[src/rtl/uninasoc_pkg.sv]
// Shared PLIC sizing, gateway state encoding and platform interrupt line IDs.
package uninasoc_pkg;

  localparam int PLIC_NUM_SOURCES = 32;
  localparam int PLIC_PRIO_WIDTH  = 3;

  // Platform interrupt lines; each value indexes irq_src_i of the PLIC.
  localparam int PLIC_RESERVED_INTERRUPT = 0;
  localparam int PLIC_GPIO_INTERRUPT     = 1;
  localparam int PLIC_TIM0_INTERRUPT     = 2;
  localparam int PLIC_TIM1_INTERRUPT     = 3;
  localparam int PLIC_UART_INTERRUPT     = 4;

  // Core-side line driven by irq_o (machine external interrupt).
  localparam int CORE_EXT_INTERRUPT = 11;

  typedef enum logic [1:0] {
    GW_IDLE    = 2'd0,
    GW_PENDING = 2'd1,
    GW_CLAIMED = 2'd2
  } gw_state_e;

endpackage

[src/rtl/uninasoc_irq_gateway.sv]
// One interrupt gateway: input synchroniser, edge detector, saturating
// pending counter and the IDLE/PENDING/CLAIMED state machine.
module uninasoc_irq_gateway
  import uninasoc_pkg::*;
#(
  parameter int   SYNC_STAGES = 2,
  parameter int   MAX_PENDING = 3,
  parameter logic EDGE_TRIG   = 1'b0
) (
  input  logic clock_i,
  input  logic reset_ni,
  input  logic irq_i,
  input  logic claim_i,
  input  logic complete_i,
  output logic pending_o
);

  localparam int CNT_W = 4;
  localparam logic [CNT_W-1:0] CNT_ONE = CNT_W'(1);
  localparam logic [CNT_W-1:0] CNT_MAX = CNT_W'(MAX_PENDING);

  logic [SYNC_STAGES-1:0] sync_q;
  logic                   prev_q;
  logic                   irq_sync;
  logic                   rise;
  logic [CNT_W-1:0]       cnt_q, cnt_dec, cnt_d;
  gw_state_e              state_q, state_d;

  assign irq_sync = sync_q[SYNC_STAGES-1];
  assign rise     = irq_sync & ~prev_q;

  always_ff @(posedge clock_i or negedge reset_ni) begin
    if (!reset_ni) begin
      sync_q  <= '0;
      prev_q  <= 1'b0;
      cnt_q   <= '0;
      state_q <= GW_IDLE;
    end else begin
      sync_q  <= {sync_q[SYNC_STAGES-2:0], irq_i};
      prev_q  <= irq_sync;
      cnt_q   <= cnt_d;
      state_q <= state_d;
    end
  end

  // Claim frees one slot before a coincident edge is counted, so an edge
  // arriving with the claim is not lost at saturation.
  always_comb begin
    cnt_dec = cnt_q;
    if (EDGE_TRIG && claim_i && (state_q == GW_PENDING) && (cnt_q != '0)) begin
      cnt_dec = cnt_q - CNT_ONE;
    end
    cnt_d = cnt_dec;
    if (EDGE_TRIG && rise && (cnt_dec < CNT_MAX)) begin
      cnt_d = cnt_dec + CNT_ONE;
    end
  end

  always_comb begin
    state_d = state_q;
    unique case (state_q)
      GW_IDLE: begin
        if (EDGE_TRIG ? (cnt_d != '0) : irq_sync) state_d = GW_PENDING;
      end
      GW_PENDING: begin
        if (claim_i) state_d = GW_CLAIMED;
      end
      GW_CLAIMED: begin
        if (complete_i) state_d = (EDGE_TRIG && (cnt_d != '0)) ? GW_PENDING : GW_IDLE;
      end
      default: state_d = GW_IDLE;
    endcase
  end

  assign pending_o = (state_q == GW_PENDING);

endmodule

[src/rtl/uninasoc_plic_lite.sv]
// Single-hart PLIC: per-source gateways feeding a registered highest-priority
// arbiter with claim/complete handshake.
module uninasoc_plic_lite
  import uninasoc_pkg::*;
#(
  parameter int                    NUM_SOURCES = PLIC_NUM_SOURCES,
  parameter int                    PRIO_WIDTH  = PLIC_PRIO_WIDTH,
  parameter int                    SYNC_STAGES = 2,
  parameter int                    MAX_PENDING = 3,
  parameter logic [NUM_SOURCES-1:0] EDGE_MODE  = '0
) (
  input  logic                              clock_i,
  input  logic                              reset_ni,
  input  logic [NUM_SOURCES-1:0]            irq_src_i,
  input  logic [NUM_SOURCES-1:0]            enable_i,
  input  logic [NUM_SOURCES*PRIO_WIDTH-1:0] prio_i,
  input  logic [PRIO_WIDTH-1:0]             threshold_i,
  input  logic                              claim_req_i,
  output logic                              claim_valid_o,
  output logic [$clog2(NUM_SOURCES)-1:0]    claim_id_o,
  input  logic                              complete_req_i,
  input  logic [$clog2(NUM_SOURCES)-1:0]    complete_id_i,
  output logic                              irq_o
);

  localparam int ID_W = $clog2(NUM_SOURCES);

  logic [NUM_SOURCES-1:0] pending;
  logic [NUM_SOURCES-1:1] claim_vec;
  logic [NUM_SOURCES-1:1] complete_vec;
  logic                   claim_grant;
  logic                   unused_src0;

  logic [ID_W-1:0]       best_id_p0;
  logic [PRIO_WIDTH-1:0] best_prio_p0;
  logic                  any_p0;

  logic [ID_W-1:0] best_id_p1;
  logic            irq_p1;
  logic            claim_valid_p1;
  logic [ID_W-1:0] claim_id_p1;

  // Line 0 is reserved and never raises an interrupt.
  assign pending[0]  = 1'b0;
  assign unused_src0 = irq_src_i[0] ^ enable_i[0] ^ (^prio_i[PRIO_WIDTH-1:0]);

  // A stale best ID (already claimed since it was registered) is not granted.
  assign claim_grant = claim_req_i & irq_p1 & pending[best_id_p1];

  for (genvar i = 1; i < NUM_SOURCES; i++) begin : g_gw
    assign claim_vec[i]    = claim_grant & (best_id_p1 == ID_W'(i));
    assign complete_vec[i] = complete_req_i & (complete_id_i == ID_W'(i));

    uninasoc_irq_gateway #(
      .SYNC_STAGES (SYNC_STAGES),
      .MAX_PENDING (MAX_PENDING),
      .EDGE_TRIG   (EDGE_MODE[i])
    ) u_gw (
      .clock_i    (clock_i),
      .reset_ni   (reset_ni),
      .irq_i      (irq_src_i[i]),
      .claim_i    (claim_vec[i]),
      .complete_i (complete_vec[i]),
      .pending_o  (pending[i])
    );
  end

  // Stage p0: eligibility and priority search, ties resolved to the lowest ID.
  always_comb begin
    best_id_p0   = '0;
    best_prio_p0 = '0;
    any_p0       = 1'b0;
    for (int i = 1; i < NUM_SOURCES; i++) begin
      if (pending[i] && enable_i[i]
          && (prio_i[i*PRIO_WIDTH +: PRIO_WIDTH] > threshold_i)
          && (prio_i[i*PRIO_WIDTH +: PRIO_WIDTH] > best_prio_p0)) begin
        best_prio_p0 = prio_i[i*PRIO_WIDTH +: PRIO_WIDTH];
        best_id_p0   = ID_W'(i);
        any_p0       = 1'b1;
      end
    end
  end

  // Stage p1: registered arbiter result and claim response.
  always_ff @(posedge clock_i or negedge reset_ni) begin
    if (!reset_ni) begin
      best_id_p1     <= '0;
      irq_p1         <= 1'b0;
      claim_valid_p1 <= 1'b0;
      claim_id_p1    <= '0;
    end else begin
      best_id_p1     <= best_id_p0;
      irq_p1         <= any_p0;
      claim_valid_p1 <= claim_req_i;
      if (claim_req_i) begin
        claim_id_p1 <= claim_grant ? best_id_p1 : '0;
      end
    end
  end

  assign irq_o         = irq_p1;
  assign claim_valid_o = claim_valid_p1;
  assign claim_id_o    = claim_id_p1;

endmodule

[config.mk]
export PLATFORM = sky130hd
export DESIGN_NAME = uninasoc_plic_lite
export DESIGN_NICKNAME = d
export VERILOG_FILES = /design/src/rtl/uninasoc_pkg.sv /design/src/rtl/uninasoc_irq_gateway.sv /design/src/rtl/uninasoc_plic_lite.sv
export SDC_FILE = /design/constraint.sdc
export NUM_CORES = 1
export LEC_CHECK = 0
export CAP_MARGIN = 10
export CORE_MARGIN = 2
export CORE_UTILIZATION = 40
export CTS_BUF_LIST = sky130_fd_sc_hd__clkbuf_8
export DETAILED_ROUTE_END_ITERATION = 6
export SYNTH_ARGS = -nofsm -noshare
export SYNTH_HDL_FRONTEND = slang
export SYNTH_HIERARCHICAL = 1
export SYNTH_SLANG_ARGS = --single-unit
[constraint.sdc]
create_clock -name clock_i -period 42.9 [get_ports clock_i]
set_input_delay 6.435 -clock clock_i [delete_from_list [all_inputs] [get_ports clock_i]]
set_output_delay 6.435 -clock clock_i [all_outputs]
set_load 0.01 [all_outputs]
==> impl_metrics.env <==
export IMPL_status="finished, final reports clean"
export IMPL_grt_pass1_vias=11221
export IMPL_ys_seq_area_share_pct=28.5
export IMPL_final_common_cell="buf_4"
export IMPL_drc_errors=0
export IMPL_end_kind="flop"
export IMPL_grt_use_total_pct=22.9
export IMPL_worst_r2r_cell_count=207
export IMPL_hold_slack_ps=343
export IMPL_place_inst=2022
export IMPL_cts_root_buf="clkbuf_8"
export IMPL_ant_nets=0
export IMPL_fin_skew_ps=11.0
export IMPL_worstHoldStart="g_gw[20].u_gw/sync_q[0]"
export IMPL_syn_inst=1362
export IMPL_holdPathEnd="g_gw[20].u_gw/sync_q[1]"
export IMPL_yosysTopAreaCell="dfrtp_1"
export IMPL_crit_required_ps=43180
export IMPL_r2r_slack_ps=6450
export IMPL_maxSlewViolCount=0
export IMPL_leakage_nw=7.65
export IMPL_dr_first_iter_drc_count=580
export IMPL_rr_startpoint="g_gw[1].u_gw/state_q[0]"
export IMPL_timing_rr_end="irq_o"
export IMPL_fin_tns_setup_ps=0
export IMPL_cts_hold_buf=0
export IMPL_multiInputGateArea_sq_um=9080
export IMPL_die_area_sq_um=31300
export IMPL_fin_util_pct=56.9
export IMPL_drive_above_1_share_pct=27.5
export IMPL_final_hold_viol_count=0
export IMPL_fin_total_pwr_w=0.000867
export IMPL_cts_buffers=17
export IMPL_finalCritPeriodShare_pct=98.5
export IMPL_start_util_pct=40.5
export IMPL_synth_top_area_share_pct=28.5
export IMPL_insertion_delay_ps=420
export IMPL_synth_fp_nets=1667
export IMPL_synth_async_reset_ratio_pct=100
export IMPL_critPathLaunchType="primary input"
export IMPL_dpl_hpwl_microns=28300
export IMPL_syn_avg_cell_area_sq_um=8.78
export IMPL_worst_path_max_fanout=4
export IMPL_grt_max_degree=71
export IMPL_final_cell_mix="166 x buf_4, 165 x clkdlybuf4s50_1, 136 x dfrtp_1"
export IMPL_num_rows=63
export IMPL_numPortBuffers=173
export IMPL_cts_buffer_depth=2
export IMPL_antenna_found_initial=2
export IMPL_fmax_mhz=23.7
export IMPL_netlist_area_sq_um=12000
export IMPL_ys_seq_elements=136
export IMPL_synthFlopType="dfrtp_1"
export IMPL_ir_drop_v=0.0000332
export IMPL_maxCapViolations=0
export IMPL_synth_top_cells_by_area="dfrtp_1 28%, ha_1 14%, nor2_1 4.6%"
export IMPL_fp_coreArea_sq_um=29600
export IMPL_layout_nets=2016
export IMPL_viasPerCell=5.53
export IMPL_dr_total_vias=11690
export IMPL_rsz0062_at_grt="yes"
export IMPL_hold_depth=0
export IMPL_crit_path_top_delay_cell="a2111o_1"
export IMPL_die_w_microns=177
export IMPL_area_delta_synth_final_pct=40.6
export IMPL_fin_cells=2114
export IMPL_fillers=2680
export IMPL_drt_wirelength_per_cell_microns=17.5
export IMPL_synth_warnings=6
export IMPL_relSlewSlack_pct=44.1
export IMPL_routabilityCongestion=0.871
export IMPL_seq_area_sq_um=3400
export IMPL_grt_ovfl_total=0
export IMPL_first_pass_iters=5
export IMPL_die_h_microns=177
export IMPL_power_density_nw_per_um2=51.5
export IMPL_cp_data_arrival_time_ps=42520
export IMPL_hold_path_class="reg -> reg"
export IMPL_critical_path_class="in -> reg"
export IMPL_grt_pass1_wl_microns=57200
export IMPL_max_stage_delay_ps=400
export IMPL_drt_total_wl_microns=37000
export IMPL_synth_edff_count=0
export IMPL_cts_tree="built"
export IMPL_tightest_slew_ps=839
export IMPL_cts_sinks=136
export IMPL_clkTransAtPathRegs_ps=80
export IMPL_io_pins=179
export IMPL_period_needed_ps=42240
export IMPL_synth_cell_types=86
export IMPL_cts_htree_levels=4
export IMPL_crit_path_frequent_cell="ha_4"
export IMPL_setup_viol=0
==> layout make-up <==
class	instances	share of cell area [%]
diodes	1	0.0149
clock buffers	17	1.39
flip-flops and latches	136	20.2
inverters	106	2.45
multi-input cells	1106	54.0
clock inverters	14	1.03
repair buffers	344	18.0
well taps	390	2.90
==> registers in the layout, indices dropped and copies added, names as in the netlist <==
| name | count |
|---|---|
| g_gw.u_gw/state_q | 62 |
| g_gw.u_gw/sync_q | 62 |
| best_id_p1 | 5 |
| claim_id_o | 5 |
| claim_valid_o | 1 |
| irq_o | 1 |
==> worst max-delay path: cells and delay by family <==
kind	cells	cell delay, ps
adders and majority gates	33	8880
muxes	12	3540
and+or+nand+nor	71	9040
AOI/OAI and AO/OA	74	12460
buffers and inverters	19	2110
==> routing by layer <==
metal,vias to the layer above,GRT usage (%),share of wire [%]
li1,5784,-,-
met1,5563,31.7,46
met2,289,37.2,47
met3,54,3.24,4.5
met4,0,7.13,2.5
met5,-,0,0
==> what timing repair did <==
| item | 4_1_cts | 5_1_grt |
|---|---|---|
| pin swaps | 31 | 138 |
| buffers inserted | 29 | 35 |
| resized for setup | 57 | 175 |
| endpoints found under the setup margin | 6 | 6 |
==> report_power, final <==
part	switching [W]	internal, W
registers	0.0000286	0.000149
logic	0.000284	0.000297
clock network	0.0000505	0.0000577
==> per-stage QoR <==
| stage | setup WS [ps] | area, sq um |
|---|---|---|
| 3_3_place_gp | -1660 | 15000 |
| 5_1_grt | -1210 | 16800 |
| 3_5_place_dp | -2000 | 15000 |
| 4_1_cts | -0.572 | 15800 |
| 2_1_floorplan | 528 | 12000 |
| 6_report | 655 | 16800 |
==> logic make-up after synthesis <==
family / synth area share, %
buffers and inverters: 3.77
and+or+nand+nor: 26.2
DFF: 28.5
AOI/OAI and AO/OA: 23.9
muxes: 3.62
adders and majority gates: 14.1
==> how the worst max path moves through the flow <==
stage / startpoint / endpoint / slack (ps) / cells past startpoint
3_3_place_gp: threshold_i[2] / best_id_p1[3] / -1660 / 202
6_report: threshold_i[2] / irq_o / 660 / 209
3_5_place_dp: threshold_i[2] / best_id_p1[3] / -2000 / 201
4_1_cts: threshold_i[2] / best_id_p1[2] / -0.6 / 208
5_1_grt: threshold_i[1] / irq_o / -1210 / 207
2_1_floorplan: threshold_i[2] / best_id_p1[2] / 530 / 199
==> synthesized netlist by cell type (20+ instances only) <==
cell      instances
a211oi_1         41
nand2_1         104
ha_1            133
nor2_1          146
nor3_1           30
nor3b_2          32
o21a_1           20
nand3_1          56
a31oi_1          22
dfrtp_1         136
a21o_1           56
o22ai_1          21
nor2b_4          31
inv_1           106
a21oi_1          67
o21ai_0          53
Power figures use the tool's default switching activity.
